===== config.mk =====
export PLATFORM = sky130hd
export DESIGN_NAME = fetch_stage
export DESIGN_NICKNAME = d
export VERILOG_FILES = /design/src/rtl/fetch_stage.sv
export SDC_FILE = /design/constraint.sdc
export NUM_CORES = 1
export LEC_CHECK = 0
export CORE_MARGIN = 1.5
export CORE_UTILIZATION = 50
export DETAILED_ROUTE_END_ITERATION = 16
export GPL_ROUTABILITY_DRIVEN = 1
export PLACE_DENSITY = 0.82
export SYNTH_ARGS = -nofsm -noshare
export SYNTH_HDL_FRONTEND = slang
export SYNTH_SLANG_ARGS = --single-unit

===== constraint.sdc =====
create_clock -name clk -period 3.1 [get_ports clk]
set_clock_uncertainty 0.1 [all_clocks]
set_input_delay 0.31 -clock clk [delete_from_list [all_inputs] [get_ports clk]]
set_output_delay 0.31 -clock clk [all_outputs]
set_load 0.005 [all_outputs]

===== src/rtl/fetch_stage.sv =====
// Instruction fetch stage: owns the PC, issues req/ack word reads and buffers
// fetched words for the control unit. FETCH_PREFETCH_EN enables a DEPTH-entry prefetch buffer.
module fetch_stage #(
    parameter int          DEPTH    = 2,
    parameter logic [15:0] RESET_PC = 16'h0000
) (
    input  logic        clk,
    input  logic        reset,
    input  logic        en,
    input  logic        pc_sel,
    input  logic [15:0] jump_target,
    output logic        imem_req,
    output logic [15:0] imem_addr,
    input  logic        imem_ack,
    input  logic [15:0] imem_rdata,
    output logic        instr_valid,
    input  logic        instr_ready,
    output logic [15:0] instr,
    output logic [3:0]  op,
    output logic [15:0] instr_pc
);

`ifdef FETCH_PREFETCH_EN
    localparam int BUF_D = (DEPTH < 1) ? 1 : DEPTH;
`else
    // Single instruction register; DEPTH has no effect in this build.
    localparam int BUF_D = (DEPTH > 1) ? 1 : 1;
`endif

    localparam logic [1:0] S_IDLE  = 2'd0;
    localparam logic [1:0] S_FETCH = 2'd1;
    localparam logic [1:0] S_DRAIN = 2'd2;

    logic [1:0]       state_q, state_d;
    logic [15:0]      pc_q, pc_d;
    logic [15:0]      addr_q, addr_d;
    logic             req_q, req_d;
    logic [15:0]      ins_q [BUF_D];
    logic [15:0]      ins_d [BUF_D];
    logic [15:0]      ipc_q [BUF_D];
    logic [15:0]      ipc_d [BUF_D];
    logic [BUF_D-1:0] vld_q, vld_d;
    logic             push, pop, full, placed;

    // Entry 0 is always the head, so the consumer-facing outputs come straight from flops.
    assign pop  = vld_q[0] && instr_ready;
    assign full = vld_q[BUF_D-1];

    always_comb begin
        state_d = state_q;
        pc_d    = pc_q;
        addr_d  = addr_q;
        req_d   = req_q;
        push    = 1'b0;
        case (state_q)
            S_IDLE: begin
                if (en && !full && !pc_sel) begin
                    state_d = S_FETCH;
                    req_d   = 1'b1;
                    addr_d  = pc_q;
                end
            end
            S_FETCH: begin
                if (imem_ack) begin
                    state_d = S_IDLE;
                    req_d   = 1'b0;
                    push    = !pc_sel;
                    pc_d    = pc_q + 16'd1;
                end else if (pc_sel) begin
                    state_d = S_DRAIN;
                end
            end
            S_DRAIN: begin
                // Old request stays on the bus until the memory completes it.
                if (imem_ack) begin
                    state_d = S_IDLE;
                    req_d   = 1'b0;
                end
            end
            default: begin
                state_d = S_IDLE;
                req_d   = 1'b0;
            end
        endcase
        if (pc_sel) begin
            pc_d = jump_target;
        end
    end

    always_comb begin
        ins_d  = ins_q;
        ipc_d  = ipc_q;
        vld_d  = vld_q;
        placed = 1'b0;
        if (pop) begin
            for (int i = 0; i < BUF_D - 1; i++) begin
                ins_d[i] = ins_q[i+1];
                ipc_d[i] = ipc_q[i+1];
                vld_d[i] = vld_q[i+1];
            end
            vld_d[BUF_D-1] = 1'b0;
        end
        if (push) begin
            for (int i = 0; i < BUF_D; i++) begin
                if (!placed && !vld_d[i]) begin
                    ins_d[i] = imem_rdata;
                    ipc_d[i] = addr_q;
                    vld_d[i] = 1'b1;
                    placed   = 1'b1;
                end
            end
        end
        if (pc_sel) begin
            vld_d = '0;
        end
    end

    always_ff @(posedge clk or negedge reset) begin
        if (!reset) begin
            state_q <= S_IDLE;
            pc_q    <= RESET_PC;
            addr_q  <= RESET_PC;
            req_q   <= 1'b0;
            vld_q   <= '0;
            for (int i = 0; i < BUF_D; i++) begin
                ins_q[i] <= '0;
                ipc_q[i] <= '0;
            end
        end else begin
            state_q <= state_d;
            pc_q    <= pc_d;
            addr_q  <= addr_d;
            req_q   <= req_d;
            vld_q   <= vld_d;
            for (int i = 0; i < BUF_D; i++) begin
                ins_q[i] <= ins_d[i];
                ipc_q[i] <= ipc_d[i];
            end
        end
    end

    assign imem_req    = req_q;
    assign imem_addr   = addr_q;
    assign instr_valid = vld_q[0];
    assign instr       = ins_q[0];
    assign op          = ins_q[0][15:12];
    assign instr_pc    = ipc_q[0];

endmodule

# Yosys cells after proc, flatten, opt, wreduce, memory -nomap -nowiden
# Index checks and enable logic that the tools add are counted.
totals:
  reg_bits: 68
  in_bits: 38
  out_inout_bits: 54
op_classes:
  addsub: 1
  n_eq_ne: 6
  mux: 16
  bitwise_logic: 1
  reduce_logical: 14
op_table:
  columns: ["operator", "count"]
  rows:
  - ["$mux W16", 3]
  - ["$add A16 B1 Y16 const B", 1]
  - ["$mux W2", 4]
  - ["$reduce_and A2 Y1", 4]
  - ["$mux W1", 7]
  - ["$pmux W2 S3", 1]
  - ["$ne A2 B2 Y1 const B", 2]
  - ["$reduce_bool A2 Y1", 2]
  - ["$logic_and A1 B1 Y1", 3]
  - ["$ne A3 B3 Y1 const B", 1]
  - ["$reduce_and A3 Y1", 1]
  - ["$eq A2 B1 Y1 const B", 1]
  - ["$eq A2 B2 Y1 const B", 1]
  - ["$logic_not A1 Y1", 2]
  - ["$logic_not A2 Y1", 1]
  - ["$ne A2 B1 Y1 const B", 1]
  - ["$pmux W1 S2", 1]
  - ["$reduce_or A2 Y1", 1]
  - ["$not A1 Y1", 1]

# Logic depth before layout (Yosys ltp)
depth:
  depth_word: 5
  mapped_depth: 6

# Least setup slack after synthesis
# No wires, ideal clock.
synth_path:
  path_kind: "register to register"
  start: "register state_q[1]"
  end: "register ins_q (netlist bit instr[0])"
  arrival_time_ns: 1.658
  required_ns: 2.875
  path_slack_ns: 1.217
  path_stages_with_launch: 7
  period_less_slack_ns: 1.883
  path_cell_list: "dfrtp_1 -> inv_1 -> ha_1 -> nand2_1 -> nor3b_2 -> buf_4 -> mux2_2"
synth_between:
  elab_chain_len: 3
synth_rtl:
  columns: ["item", "line", "source"]
  rows:
  - ["start: declaration", "34", "logic [1:0] state_q, state_d;"]
  - ["start signal: assignment", "130", "state_q <= state_d;"]
  - ["$eq A2 B1 Y1", "55", "case (state_q)"]
  - ["$mux W1", "55", null]
  - ["$reduce_and A2 Y1 (no source line)", null, null]
  - ["end signal: indexed assignment", "136", "ins_q[i] <= ins_d[i];"]
  - ["end: declaration", "38", "logic [15:0] ins_q [BUF_D];"]
# Every way passes these cells.
# A chain may end at the register's enable or synchronous reset.

# Final worst setup path
layout_path:
  start: "register state_q[1]"
  end: "register ins_q (netlist bit instr[6])"
# Same word-level chain as after synthesis.

==> out/summary.txt <==
post-synth cell types -> 35
GRT Util Overall -> 20.7%
initial drt markers -> 106
Final ANT Viol Nets -> 0
Seq pwr share -> 41.4%
VDD IR max -> 462 µV
number of global-route vias before repair -> 2068
post-CTS sizing -> 0
PD cells -> 852 nW/µm²
CTS clk-pin slew, worst paths -> 70 ps
largest net degree at the start of global routing -> 69
starting density of the core -> 52.9%
most frequent cells in the layout -> 90 x clkdlybuf4s50_1, 68 x dfrtp_1, 48 x mux2_2, 18 x nand2_1, 14 x o21ai_0
# setup viols final -> 0
Worst Path Max Fanout -> 28
ant diodes -> 0
clk sink count -> 68
cells after synthesis -> 231
multi-input logic area -> 1160 µm²
largest cells by area after synthesis -> dfrtp_1 57%, mux2_2 18%, xnor2_1 2.6%
Avg Inst Size Synth -> 12.9 µm²
Skew-Pair Late Insertion Delay -> 340 ps
Seq cells post-synth -> 68
final setup TNS -> 0 ps
Worst setup EP type -> flip-flop
FF+latch area -> 1700 µm²
Chip Height -> 80.2 µm
die area -> 6440 µm²
Hold Path Class -> in -> async
P_int -> 2.59 mW
Std-Cell Rows -> 27
crit-path max cell delay -> 380 ps
commonest non-fill, non-tap cell in the layout -> clkdlybuf4s50_1
Net Sw Power -> 957 µW
Net Count, Synth -> 273
CP Launch Type -> flip-flop
Total Wirelength -> 6180 µm
Placeable Area -> 5640 µm²
Slew HR -> 73.7%
status -> finished, final reports clean
global-route wire length before repair -> 9960 µm
maximum clock path buffer count -> 2
Sw Ratio -> 27.0%
RSZ-0062 raised after global routing -> false
Ys Warns -> 0
Comb power frac -> 37.2%
placed cells -> 385
sequence of cells on the critical path -> inv_1 -> ha_1 -> nand2_1 -> nor3b_4 -> buf_12 -> mux2_2
leading area contributor after synthesis -> dfrtp_1
Clock power frac -> 21.4%
Final Hold Violating Endpoints -> 0
setup ws final -> 915 ps
Top FF cell, synth -> dfrtp_1
routability congestion estimate -> 0.729
CTS buffer count -> 9
asr flop ratio synth -> 100%
synth-to-layout area growth -> 39.6%
Slowest-stage cell, CP -> dfrtp_1
I/O pin cnt -> 92
critical path type -> reg -> reg
Post-route DRC -> 0
vias -> 2070
Worst path top cell family by delay -> simple AND/OR/NAND/NOR gates
fill cell count -> 388
DP Worst Slack -> 791 ps
reg2reg path depth -> 6
Overflow after GRT -> 0
Die W -> 80.2 µm
crit path time final -> 2180 ps
Post-DP HPWL -> 4080 µm
Cell Area, Synth -> 2980 µm²
top-area cell type share of the netlist area -> 57.0%
final worst path period share -> 70.5%
share of cells above drive strength 1 -> 22.5%
EDFF count, synth -> 0
CTS tree -> yes
CTS root buf -> clkbuf_8
routed vias/inst -> 5.16
Slew @ Worst Pin -> 394 ps
port bufs -> 91
fmax -> 0.458 GHz
initial antenna violation count -> 0
Final nets -> 367
final std cells w/o fill -> 401
Levels on crit path -> 6
Final Max Tran Viols -> 0
CP arrival -> 2310 ps
H-tree Lvls -> 3
max_cap viols -> 0
Seq/Total Area, Yosys -> 57.0%
routed len/inst -> 15.4 µm
buffer and inverter count on the worst path -> 2
first-pass iteration count of the detailed router -> 4
Critical Path RT -> 3230 ps
Pleak -> 1.74 nW
Tot Pwr -> 3.55 mW
==> registers in the layout, summed over array words and instances (netlist names) <==
signal / flops
imem_addr: 16
instr: 16
instr_pc: 16
pc_q: 16
state_q: 2
imem_req: 1
instr_valid: 1
==> kinds of logic (layout without fill, tap and decap cells) <==
group	count (synthesis)	count (layout)	share of synthesized area, %
buffers and inverters	21	119	4.19
xor gates and xnor gates	11	11	3.23
and+or+nand+nor	52	52	10.2
adders and majority gates	4	4	1.68
muxes	50	50	18.8
AOI/OAI and AO/OA	25	25	4.91
DFF	68	68	57.0
==> metrics by stage <==
stage / hold slack (ps) / cell area, µm² / utilization [%]
final: 402 / 4170 / 73.8
after global routing: 423 / 4170 / 73.8
after CTS: 411 / 4170 / 73.8
after detailed placement: 258 / 3950 / 69.9
after global placement: 256 / 3950 / 69.9
after floorplan: -85.6 / 2980 / -
==> final cells by class <==
class / count / area share [%]
Sequential cell: 68 / 40.9
Multi-Input combinational cell: 142 / 27.9
Timing Repair Buffer: 96 / 23.3
Inverter: 8 / 0.721
Clock buffer: 12 / 3.97
Tap cell: 72 / 2.16
Clock inverter: 3 / 1.08
==> routing by layer <==
layer  vias to the layer above  track usage [%]  share of wire (%)
met5                         -                0                  0
met1                       991             25.7                 46
li1                        999                -                  -
met2                        70             34.2                 47
met4                         0             8.28                1.5
met3                        10             5.45                6.1
==> power groups by stage <==
stage / Sequential (mW) / Clock (mW) / Combinational, mW
2_1_floorplan: 1.47 / 0 / 0.506
3_3_place_gp: 1.46 / 0 / 1.29
3_5_place_dp: 1.48 / 0 / 1.32
4_1_cts: 1.47 / 0.776 / 1.34
5_1_grt: 1.51 / 0.813 / 1.42
6_report: 1.47 / 0.758 / 1.32
==> path summary, 6_finish.rpt <==
| check | startpoint | to | slack, ps |
|---|---|---|---|
| min | reset | instr[15] | 400 |
| max | state_q[1] | instr[6] | 920 |
| min in group clk | instr_pc[2] | instr_pc[2] | 410 |
| min reg2reg | instr_pc[2] | instr_pc[2] | 410 |
| max in group asynchronous | reset | pc_q[0] | 2180 |
| max reg2reg | state_q[1] | instr[6] | 920 |
==> repair_timing <==
action,CTS,global route
setup buffers,0,0
hold endpoints to repair,68,0
hold buffers,1,0
==> synth_stat cells (3+ instances only) <==
cell type,n
a21oi_1,5
buf_4,8
dfrtp_1,68
ha_1,4
inv_1,8
mux2_2,48
nand2_1,18
nand2b_1,3
nand3_1,4
nor2_1,4
nor3_1,6
nor4_1,3
o21ai_0,14
xnor2_1,9
==> worst register-to-register path: stages (launching register included) <==
cell,delay [ps]
dfrtp_1,380
inv_1,100
ha_1,290
nand2_1,210
nor3b_4,380
buf_12,250
mux2_2,370
(Power assumes the default switching activity.)
